--- src/rtl/replace_fifo_pkg.sv ---
// ----------------------------------------------------------------------------
// replace_fifo_pkg
// Shared constants for the FIFO (round-robin) replacement controller:
//   - request op encodings (OP_LOOKUP, OP_FILL, OP_INVAL; 2'b11 acts as LOOKUP)
//   - flush FSM state encoding (ST_IDLE, ST_FLUSH)
//   - STAT_W, the width of the optional statistics counters
// ----------------------------------------------------------------------------
package replace_fifo_pkg;

    localparam logic [1:0] OP_LOOKUP = 2'b00;
    localparam logic [1:0] OP_FILL   = 2'b01;
    localparam logic [1:0] OP_INVAL  = 2'b10;

    localparam logic ST_IDLE  = 1'b0;
    localparam logic ST_FLUSH = 1'b1;

    localparam int STAT_W = 32;

endpackage

--- src/rtl/replace_fifo_pick.sv ---
// ----------------------------------------------------------------------------
// replace_fifo_pick
// Combinational victim selection for one set.
//   i_valid   [WAYS-1:0]  valid bit per way
//   i_ptr     [WAY_W-1:0] round-robin victim pointer of the set
//   o_way     [WAY_W-1:0] lowest-index invalid way, else i_ptr
//   o_invalid             1 when o_way is an invalid way
// ----------------------------------------------------------------------------
module replace_fifo_pick #(
    parameter int WAYS  = 4,
    parameter int WAY_W = $clog2(WAYS)
) (
    input  logic [WAYS-1:0]  i_valid,
    input  logic [WAY_W-1:0] i_ptr,
    output logic [WAY_W-1:0] o_way,
    output logic             o_invalid
);

    // Scan from the top down so the last hit, i.e. the lowest invalid way, wins.
    always_comb begin
        o_way     = i_ptr;
        o_invalid = 1'b0;
        for (int i = WAYS - 1; i >= 0; i--) begin
            if (!i_valid[i]) begin
                o_way     = WAY_W'(i);
                o_invalid = 1'b1;
            end
        end
    end

endmodule

--- src/rtl/replace_fifo_ctrl.sv ---
// ----------------------------------------------------------------------------
// replace_fifo_ctrl
// FIFO (round-robin) replacement-state controller for one cache array.
// Per set it keeps a valid bit per way and a victim pointer. LOOKUP/FILL/INVAL
// requests update the set and return its victim (post-op) one cycle later.
// A flush FSM clears one set per cycle for SETS cycles.
//
// Ports:
//   fire              clock, rising edge
//   rstn              asynchronous active-low reset
//   i_req_valid       request valid
//   o_req_ready       request accepted when valid & ready at the fire edge
//   i_req_op          00 LOOKUP, 01 FILL, 10 INVAL, 11 LOOKUP
//   i_req_set         target set
//   i_req_way         target way (FILL / INVAL)
//   i_flush           flush request pulse (wins over a same-cycle request)
//   o_flush_busy      flush in progress
//   o_rsp_valid       one-cycle response strobe per accepted request
//   o_rsp_way         victim way of the set after the op
//   o_rsp_invalid     o_rsp_way is an invalid way
//   o_stat_lookups    saturating LOOKUP count
//   o_stat_evictions  saturating count of LOOKUPs on a fully valid set
//
// Configuration: define REPLACE_FIFO_STATS_EN to build the statistics
// counters; otherwise both stat outputs are tied to zero.
// ----------------------------------------------------------------------------
module replace_fifo_ctrl
    import replace_fifo_pkg::*;
#(
    parameter int SETS  = 16,
    parameter int WAYS  = 4,
    parameter int SET_W = $clog2(SETS),
    parameter int WAY_W = $clog2(WAYS)
) (
    input  logic              fire,
    input  logic              rstn,
    input  logic              i_req_valid,
    output logic              o_req_ready,
    input  logic [1:0]        i_req_op,
    input  logic [SET_W-1:0]  i_req_set,
    input  logic [WAY_W-1:0]  i_req_way,
    input  logic              i_flush,
    output logic              o_flush_busy,
    output logic              o_rsp_valid,
    output logic [WAY_W-1:0]  o_rsp_way,
    output logic              o_rsp_invalid,
    output logic [STAT_W-1:0] o_stat_lookups,
    output logic [STAT_W-1:0] o_stat_evictions
);

    logic             r_state;
    logic [SET_W-1:0] r_flush_cnt;
    logic [WAYS-1:0]  r_valid [SETS];
    logic [WAY_W-1:0] r_ptr   [SETS];
    logic             r_rsp_valid;
    logic [WAY_W-1:0] r_rsp_way;
    logic             r_rsp_invalid;

    logic             w_accept;
    logic [WAYS-1:0]  w_cur_valid;
    logic [WAY_W-1:0] w_cur_ptr;
    logic [WAYS-1:0]  w_way_oh;
    logic [WAYS-1:0]  w_next_valid;
    logic [WAY_W-1:0] w_next_ptr;
    logic [WAY_W-1:0] w_pick_way;
    logic             w_pick_invalid;

    assign o_req_ready  = (r_state == ST_IDLE) && !i_flush;
    assign w_accept     = i_req_valid && o_req_ready;
    assign o_flush_busy = (r_state == ST_FLUSH);

    // Post-op view of the addressed set; the response is computed from this
    // so it already reflects the effect of the op being accepted.
    // NOTE: every always_comb output gets a default first so no path leaves it unassigned (no latch).
    always_comb begin
        w_cur_valid  = r_valid[i_req_set];
        w_cur_ptr    = r_ptr[i_req_set];
        w_way_oh     = '0;
        for (int i = 0; i < WAYS; i++) begin
            if (i_req_way == WAY_W'(i)) w_way_oh[i] = 1'b1;
        end
        w_next_valid = w_cur_valid;
        w_next_ptr   = w_cur_ptr;
        case (i_req_op)
            OP_FILL: begin
                w_next_valid = w_cur_valid | w_way_oh;
                // Only filling the pointed-at way advances the FIFO order.
                if (i_req_way == w_cur_ptr) begin
                    w_next_ptr = (w_cur_ptr == WAY_W'(WAYS - 1)) ? '0 : w_cur_ptr + WAY_W'(1);
                end
            end
            OP_INVAL: w_next_valid = w_cur_valid & ~w_way_oh;
            default:  ;
        endcase
    end

    replace_fifo_pick #(
        .WAYS  (WAYS),
        .WAY_W (WAY_W)
    ) u_pick (
        .i_valid   (w_next_valid),
        .i_ptr     (w_next_ptr),
        .o_way     (w_pick_way),
        .o_invalid (w_pick_invalid)
    );

    // NOTE: state arrays are flops, not RAM, so they take the async reset like any register.
    // NOTE: sequential state uses non-blocking assignments only.
    always_ff @(posedge fire or negedge rstn) begin
        if (!rstn) begin
            r_state       <= ST_IDLE;
            r_flush_cnt   <= '0;
            r_rsp_valid   <= 1'b0;
            r_rsp_way     <= '0;
            r_rsp_invalid <= 1'b0;
            for (int s = 0; s < SETS; s++) begin
                r_valid[s] <= '0;
                r_ptr[s]   <= '0;
            end
        end else begin
            r_rsp_valid <= 1'b0;
            case (r_state)
                ST_IDLE: begin
                    if (i_flush) begin
                        r_state     <= ST_FLUSH;
                        r_flush_cnt <= '0;
                    end else if (w_accept) begin
                        r_valid[i_req_set] <= w_next_valid;
                        r_ptr[i_req_set]   <= w_next_ptr;
                        r_rsp_valid        <= 1'b1;
                        r_rsp_way          <= w_pick_way;
                        r_rsp_invalid      <= w_pick_invalid;
                    end
                end
                ST_FLUSH: begin
                    r_valid[r_flush_cnt] <= '0;
                    r_ptr[r_flush_cnt]   <= '0;
                    if (r_flush_cnt == SET_W'(SETS - 1)) begin
                        r_state <= ST_IDLE;
                    end else begin
                        r_flush_cnt <= r_flush_cnt + SET_W'(1);
                    end
                end
                default: r_state <= ST_IDLE;
            endcase
        end
    end

    assign o_rsp_valid   = r_rsp_valid;
    assign o_rsp_way     = r_rsp_way;
    assign o_rsp_invalid = r_rsp_invalid;

`ifdef REPLACE_FIFO_STATS_EN
    logic [STAT_W-1:0] r_stat_lookups;
    logic [STAT_W-1:0] r_stat_evictions;
    logic              w_is_lookup;

    // Op 2'b11 is counted as a LOOKUP, matching its behaviour.
    assign w_is_lookup = w_accept && (i_req_op != OP_FILL) && (i_req_op != OP_INVAL);

    // Counters saturate at all-ones and survive a flush; only reset clears them.
    always_ff @(posedge fire or negedge rstn) begin
        if (!rstn) begin
            r_stat_lookups   <= '0;
            r_stat_evictions <= '0;
        end else if (w_is_lookup) begin
            if (r_stat_lookups != '1) r_stat_lookups <= r_stat_lookups + STAT_W'(1);
            if ((&w_cur_valid) && (r_stat_evictions != '1)) begin
                r_stat_evictions <= r_stat_evictions + STAT_W'(1);
            end
        end
    end

    assign o_stat_lookups   = r_stat_lookups;
    assign o_stat_evictions = r_stat_evictions;
`else
    assign o_stat_lookups   = '0;
    assign o_stat_evictions = '0;
`endif

endmodule

--- config.mk ---
export PLATFORM = sky130hd
export DESIGN_NAME = replace_fifo_ctrl
export DESIGN_NICKNAME = d
export VERILOG_FILES = /design/src/rtl/replace_fifo_pkg.sv /design/src/rtl/replace_fifo_pick.sv /design/src/rtl/replace_fifo_ctrl.sv
export SDC_FILE = /design/constraint.sdc
export NUM_CORES = 1
export LEC_CHECK = 0
export CORE_MARGIN = 5
export CORE_UTILIZATION = 50
export DETAILED_ROUTE_END_ITERATION = 7
export HOLD_SLACK_MARGIN = 0.06
export PLACE_DENSITY = 0.74
export SLEW_MARGIN = 30
export SYNTH_ARGS = -nofsm -noshare
export SYNTH_HDL_FRONTEND = slang
export SYNTH_SLANG_ARGS = --single-unit
--- constraint.sdc ---
create_clock -name fire -period 4.3 [get_ports fire]
set_clock_uncertainty 0.05 [all_clocks]
set_input_delay 0.86 -clock fire [delete_from_list [all_inputs] [get_ports fire]]
set_output_delay 0.86 -clock fire [all_outputs]
set_load 0.05 [all_outputs]
==> results of run 1 <==
-- power breakdown --
| part | switching (mW) | leakage [nW] | internal (mW) | total [mW] |
|---|---|---|---|---|
| sequential | 0.0639 | 1.45 | 1.04 | 1.10 |
| clock | 0.377 | 0.138 | 0.451 | 0.828 |
| combinational | 0.502 | 1.16 | 0.157 | 0.659 |
-- sequential cells by signal, summed over array words and instances, names as in the netlist --
name / count
r_valid: 64
r_flush_cnt: 4
o_rsp_valid: 1
o_rsp_invalid: 1
o_flush_busy: 1
o_rsp_way: 2
r_ptr: 32
-- area by class of cell --
type / count / area [sq um]
Sequential cell: 105 / 2630
Clock inverter: 6 / 67.6
Multi-Input combinational cell: 379 / 2620
Inverter: 10 / 37.5
Clock buffer: 9 / 225
Fill cell: 937 / 4920
Tap cell: 140 / 175
Timing Repair Buffer: 30 / 260
-- through the flow --
step | setup WS, ns | hold slack [ns]
2_1_floorplan | 1.42 | 0.392
3_3_place_gp | 0.495 | 0.411
6_report | 0.718 | 0.391
5_1_grt | 0.633 | 0.422
4_1_cts | 0.811 | 0.399
3_5_place_dp | 0.445 | 0.416
-- worst register-to-register path: cells and delay by family, from the launching register on --
family	cells	cell delay (ns)
flops	1	0.50
buf+inv	1	0.27
simple gates	2	1.06
compound gates	2	0.54
-- cells in the mapped netlist, types with 8 or more instances --
library cell / n
a21oi_1: 16
a22o_1: 57
buf_2: 9
buf_4: 66
clkbuf_1: 8
dfrtp_1: 105
inv_1: 9
mux4_2: 18
nand2_1: 71
nand3_1: 23
nor2_1: 25
o21ai_0: 23
-- layer usage --
| metal | routed length [um] | vias to the layer above |
|---|---|---|
| li1 | - | 1804 |
| met1 | 5660 | 2104 |
| met2 | 7100 | 265 |
| met3 | 1460 | 33 |
| met4 | 325 | 0 |
| met5 | 0 | - |
-- placed cells by master (no fill, tap or decap), types with 3 or more instances in the layout --
cell             instances
mux4_1                   4
and2_1                   5
a21oi_1                 16
o21ai_0                 23
buf_4                   14
nor3_1                   4
dfrtp_1                105
mux2i_1                  4
o31ai_1                  6
o31ai_2                  6
mux2_2                   3
inv_1                    9
a31oi_1                  3
nand2b_1                 3
ha_1                     6
nor2b_1                  3
clkbuf_16                9
nand3_1                 23
a22oi_1                  4
a22o_1                  57
clkdlybuf4s50_1         15
mux4_2                  18
nor2_1                  25
conb_1                  64
o21ai_2                  4
nand2_1                 71
-- logic make-up (layout without fill, tap and decap cells) --
kind of cell | Yosys count | after routing | synth area share (%)
xor gates and xnor gates | 1 | 1 | 0.155
muxes | 30 | 30 | 10.5
other | 1 | 64 | 0.0664
DFF | 105 | 105 | 46.5
AOI/OAI and AO/OA | 137 | 137 | 19.3
and+or+nand+nor | 141 | 141 | 10.9
adders and majority gates | 6 | 6 | 1.33
buffers and inverters | 95 | 55 | 11.2
-- worst max-delay path by stage --
stage                 startpoint                    end  slack (ns)  cells past startpoint
global placement    i_req_set[1]   r_ptr[7]$_DFFE_PN0P_        0.49                      6
detailed placement  i_req_set[1]   r_ptr[7]$_DFFE_PN0P_        0.45                      6
CTS                 i_req_set[1]   r_ptr[7]$_DFFE_PN0P_        0.81                      6
finish              i_req_set[1]   r_ptr[7]$_DFFE_PN0P_        0.72                      6
global route        i_req_set[1]   r_ptr[2]$_DFFE_PN0P_        0.63                      7
floorplan           i_req_set[0]  r_ptr[13]$_DFFE_PN0P_        1.42                      7
==> results.md, run 1 <==
Routing:
- The DRC violation total after the first TritonRoute iteration is 562.
- The routed design has approximately 15000 um of wire.
- The first TritonRoute pass finished after 5 iterations.
- The via count normalized by instance count is 6.19.
- The detail route stage leaves a number of antenna-violating nets equal to 0.
- Dividing the detail-routed wire length by the instance count gives 21.4 um.
- The routed layout has 4206 vias.
- In the routed design, unresolved DRC markers number 0.

Global route:
- Entering global routing, the biggest net connects 51 pins.
- The number of global-route vias before repair is 3984.
- met2 is the most crowded layer.
- Global routing finished with a remaining overflow of 0.
- The met2 usage is 34.2%.
- The global-route track usage on met3 is 6.06%.
- The global-route met1 utilization is 30.5%.
- The first global-routing pass estimated 22800 um of wire.
- The global-route usage over all layers is 21.9%.
- The number of antenna violations at the first check in global routing is 0.

STA:
- The final number of hold-violating endpoints is 0.
- The count of endpoints failing setup in the final report is 0.
- The post-route setup TNS is 0 ns.
- The post-route clock period utilization is 83.3%.
- The headroom to the max-slew limit is between 40 and 50%.
- Setup repair after global routing left no endpoint under its margin.
- Derived from the worst setup path, the maximum achievable clock frequency is approximately 0.28 GHz.
- The worst-margin pin slew is between 0.8 and 0.9 ns.
- The max-slew violation count came to 0.
- The post-route minimum period is 3.58 ns.

Setup path:
- At the worst endpoint, the arrival time is 3.77 ns.
- The number of buffers and inverters on the critical path is 2.
- Walking the worst path, the cells encountered are clkdlybuf4s50_1 > buf_4 > or3_1 > nor2_1 > a21oi_1 > a22o_1.
- The largest individual stage delay along the critical path comes from the cell clkdlybuf4s50_1.
- Of all nets on the critical path, the largest fanout is 16.
- The largest single stage delay on the critical path is around 0.84 ns.
- In this design, the largest share of critical-path delay is due to buffers and inverters.
- The worst register-to-register path begins at o_flush_busy$_DFF_PN0_.
- The type of the setup path with the least slack is in -> reg.
- The endpoint identified for the worst register-to-register timing path is r_valid[7]$_DFFE_PN0P_.
- The required arrival time at the worst endpoint is 4.49 ns.
- STA classifies the critical path startpoint as an input pin.
- The worst setup path is captured at a flip-flop.
- The worst setup slack for register-to-register paths is 1.77 ns.
- The depth of the worst register-to-register path is 5.

Power and ir drop:
- Total power for the finished layout comes to 2.59 mW.
- The power per standard cell area is 430 nW/um^2.
- The leakage dissipation is 2.74 nW.
- The worst IR drop on VDD is 0.000298 V.

Logic synthesis:
- Synthesis produced around 520 cells.
- Each instance of the synthesized netlist takes up on average 10.9 sq um.
- The sequential fraction of the synthesis area is about 47%.
- The number of different library cells used by synthesis comes to 49.
- After synthesis, the share of flip-flops with an asynchronous set or reset is 100%.
- The warning count from the yosys run is 0.
- The flip-flop and latch count after synthesis is about 110.
- The most used flip-flop cell after synthesis is dfrtp_1.
- The number of synthesized flops with an enable pin is 0.
- After synthesis the cells add up to 5650 sq um.
- Of all cell types, the one taking the most synthesized area is dfrtp_1.
- In this run the biggest area consumer among cell types represents a little under half of the synthesized area.
- Ranked by total cell area, the synthesized netlist is headed by dfrtp_1 (47%), a22o_1 (8.8%), buf_4 (8.8%), mux4_2 (7.2%), nand2_1 (4.7%).

Clocking:
- The maximum clock path buffer count is 2.
- The clock net in this run drives a total of around 110 sinks.
- The number of gates resized after cts is 0.
- The post-cts hold buffer count is 0.
- The TritonCTS clock tree is built.
- The maximum level of the CTS H-tree is 3.
- In this run the clock root is driven by a clkbuf_16.
- The post-CTS setup repair buffer count is 0.
- Buffers inserted during clock tree synthesis total 9.
- The clock transition at the registers of the reported paths is 0.07 ns.
- The insertion delay of the later-clocked pin in the worst-skew pair is 0.35 ns.

Floorplanning:
- Once the floorplan was initialized, standard cells occupied between 50 and 60% of the core.
- The area inside the core boundary is 10900 sq um.
- The floorplan die width is 116 um.
- The die covers 13500 sq um.
- During I/O placement, the number of pins put on the boundary was 82.
- The floorplan has 38 rows.
- Measured along the y axis, the die boundary spans around 120 um.

Finish:
- Cells with a size suffix above 1 make up about an eighth of the layout.
- The finished layout cell area is 6020 sq um.
- The number of standard cells in the final layout excluding fillers is 679.
- The signed area change from the synthesized netlist to the final layout is 6.51%.
- The number of antenna diodes in the final layout is 0.
- Measured on the finished design, the core utilization comes to between 50% and 60%.
- The net count reported at finish is 553.

Place:
- Counting tap cells, the placed design contains a total of 664 instances.
- The port buffer count is 17.
- The wire-length estimate of the detail-placed layout is around 10000 um.
- The final RePlAce weighted congestion is 0.897.
- The placed cell area is 5720 sq um.

Outcome:
- The flow ran to the end, and the final reports show no timing, DRC or antenna violations.

Run:
- Across the run, the number of max-cap violations was 0.

Hold path:
- The type of the worst min-delay path is in -> async.
Power figures use the tool's default switching activity.
==> run 2: changes to the inputs <==
PLACE_DENSITY = 0.77   (was 0.74)
clock period = 3.04 ns   (was 4.3 ns; I/O delays follow)
==> run 2 against run 1 <==
Against the previous run: die area unchanged; worst setup slack got worse by 0.49 ns; core utilization increased by 2.5 points; critical path depth increased by 3; largest cell class unchanged; largest power group unchanged; highest routed layer unchanged.
==> results.md, run 2 (synthesis gave the netlist of run 1 again) <==
Clocking:
- The TritonCTS clock tree is built.
- The clock transition at the registers of the reported paths is 0.07 ns (about the same).
- The number of buffers created by CTS came to 9 (unchanged).
- The number of gates resized after cts came to 0 (unchanged).
- The post-CTS setup repair buffer count is 0 (unchanged).
- The insertion delay of the later-clocked pin in the worst-skew pair is 0.35 ns (about the same).
- The root buffer selected by CTS is clkbuf_16.
- The maximum clock path buffer count is 2 (unchanged).
- The number of sinks on the clock net is 105 (unchanged).
- The post-cts hold buffer count was 0 (unchanged).
- The maximum level of the CTS H-tree is 3 (unchanged).

Power and ir drop:
- The leakage dissipation is 2.92 nW (+6.3%).
- The combinational power share is 25.4% (about the same).
- The clock share of power is 33.3% (+1.3 points).
- The proportion of power drawn by flip-flops and latches is 41.3% (-1.3 points).
- The switching share of power is 35.1% (-1.3 points).
- The worst IR drop on VDD is 0.000371 V (+24%).
- The internal power consumption came to 2.46 mW (+49%).
- The power per standard cell area was 602 nW/um^2 (+40%).
- The power spent charging and discharging nets was 1.33 mW (+41%).

STA:
- The worst path uses between 90% and 100% of the clock period.
- The max-slew violation count was 0 (unchanged).
- Timing would allow up to 0.355 GHz.
- The post-route minimum period is 2.81 ns.
- The worst slack on hold paths is 0.235 ns (-0.156 ns).
- The count of endpoints failing setup in the final report is 0 (unchanged).
- Setup repair after global routing left no endpoint under its margin.
- The headroom to the max-slew limit was 54.2% (+9.4 points).
- The worst-margin pin slew was 0.682 ns (-0.143 ns).
- The final number of hold-violating endpoints is 0 (unchanged).

Finish:
- The fill cell total of the finished layout is 903 (-3.6%).
- The post-layout utilization of the core was 57.5% (+2.5 points).
- r_valid holds more flip-flops than any other register.
- The number of inserted diodes was 0 (unchanged).
- The fraction of final layout cells sized beyond drive strength 1 came to 16.6% (+4.0 points).
- The number of standard cells in the final layout excluding fillers is 705 (+3.8%).
- The largest registers in the layout are r_valid: 64 flops, r_ptr: 32 flops, r_flush_cnt: 4 flops.
- The flip-flop count of the largest register, all copies and words added is 64 (unchanged).
- The library cell used most frequently in the layout, excluding fill and tap cells, is dfrtp_1.
- The finished layout cell area is 6290 sq um (+4.5%).
- The signed area change from the synthesized netlist to the final layout is 11.3%.
- The net count reported at finish is 579 (+4.7%).
- In the layout the commonest cells are dfrtp_1 (105), nand2_1 (71), conb_1 (64).

Floorplanning:
- The area inside the core boundary is 10900 sq um (unchanged).
- The height of the die is 116 um (unchanged).
- The count of standard-cell rows was 38 (unchanged).
- The floorplan die width is 116 um (unchanged).
- The effective utilization at floorplan is 51.6% (unchanged).
- The area of the die is 13500 sq um (unchanged).
- The top-level I/O count is 82 (unchanged).

Hold path:
- The path class of the tightest hold or removal check is in -> async.

Place:
- The final RePlAce weighted congestion is 0.939 (+4.6%).
- The detailed placer's ending HPWL is 10600 um (+3.0%).
- The placed cell area is 5970 sq um (+4.2%).
- The post-placement cell count is 690 (+3.9%).
- The port buffer count was 17 (unchanged).

Global route:
- The number of antenna violations at the first check in global routing is 0 (unchanged).
- The largest net degree at the start of global routing came to 50 (-2.0%).
- The global-route usage over all layers is 22.5% (+0.59 points).
- The number of global-route vias before repair is 4260 (+6.9%).
- The wire length of the first global-routing pass came to 23200 um (+1.7%).
- The remaining global-route overflow is 0 (unchanged).

Outcome:
- The run finished with clean final reports.

Setup path:
- The kind of launch point of the worst setup path is an input pin.
- The largest driver fanout on the critical path came to 24 (+8).
- The arrival time of the worst setup path is 3.01 ns (-0.76 ns).
- The depth of the worst register-to-register path is 6 (+1).
- The worst setup slack for register-to-register paths was 0.61 ns (-1.16 ns).
- The endpoint identified for the worst register-to-register timing path is r_ptr[11]$_DFFE_PN0P_.
- The startpoint identified for the worst register-to-register timing path is o_flush_busy$_DFF_PN0_.
- STA classifies the critical path endpoint as a flip-flop.
- The required arrival time at the worst endpoint came to 3.24 ns (-1.25 ns).
- The critical path is of the in -> reg type.

Routing:
- The DRC violation total after the first TritonRoute iteration came to 622 (+11%).
- The antenna violation net count after detailed routing is 0 (unchanged).
- The number of design rule violations left after detail routing came to 0 (unchanged).
- The via count normalized by instance count is 6.28 (+1.4%).
- The first-pass iteration count of the detailed router is 6 (+1).
- The total via count in the routed design is 4427 (+5.3%).
- The detail-routed net length per standard cell is 21.0 um (-2.2%).
- The total wire length is 14800 um (+1.6%).

Run:
- The max capacitance violation total is 0 (unchanged).
run 2: cell types whose count changed in the layout (fill, tap and decap cells not counted), sizes merged:
cell	previous run	this run
clkdlybuf4s50	15	14
inv	10	9
buf	15	42
clkbuf	9	11
bufinv	1	2
clkinvlp	2	0
run 2: metrics by stage:
stage	setup TNS, ns	total power, mW	worst slack (ns)
6_report	0	3.78	0.225
3_3_place_gp	0	2.50	0.0644
2_1_floorplan	0	2.28	0.414
4_1_cts	0	3.78	0.265
5_1_grt	0	3.93	0.157
3_5_place_dp	-0.0216	2.53	-0.0169
run 2: power groups by stage:
stage	registers, mW	clock network, mW	logic, mW
2_1_floorplan	1.61	0	0.666
3_3_place_gp	1.58	0	0.928
3_5_place_dp	1.59	0	0.938
4_1_cts	1.56	1.27	0.943
5_1_grt	1.57	1.33	1.02
6_report	1.56	1.26	0.961
run 2: critical path: stages:
cell,delay [ns]
clkdlybuf4s50_1,0.50
buf_12,0.19
mux4_2,0.32
mux4_2,0.52
nand3_2,0.12
mux2i_1,0.23
buf_4,0.19
nand2_1,0.11
o21ai_0,0.20
run 2: worst max path at each step:
stage	start	to	cells past startpoint
6_report	i_req_set[1]	r_ptr[11]$_DFFE_PN0P_	9
5_1_grt	i_req_set[1]	r_ptr[13]$_DFFE_PN0P_	9
4_1_cts	i_req_set[1]	r_ptr[11]$_DFFE_PN0P_	9
3_5_place_dp	i_req_set[1]	r_ptr[29]$_DFFE_PN0P_	9
3_3_place_gp	i_req_set[1]	r_ptr[27]$_DFFE_PN0P_	9
2_1_floorplan	i_req_set[0]	r_ptr[13]$_DFFE_PN0P_	7
run 2: layout make-up:
type                    instances  area (sq um)  share of cell area, %
multi-input cells             379          2620                   41.7
clock buffers                  11           243                   3.86
flip-flops and latches        105          2630                   41.8
clock inverters                 4          77.6                   1.23
repair buffers                 56           503                   8.00
well taps                     140           175                   2.79
inverters                      10          37.5                  0.597
run 2: routing by layer:
metal | global-route usage (%) | share of wire, % | routed length [um] | up-vias
met4 | 11.3 | 4.2 | 614 | 0
li1 | - | - | - | 1861
met5 | 0 | 0 | 0 | -
met1 | 30.2 | 40 | 5840 | 2221
met3 | 6.11 | 9.8 | 1440 | 56
met2 | 33.9 | 47 | 6880 | 289
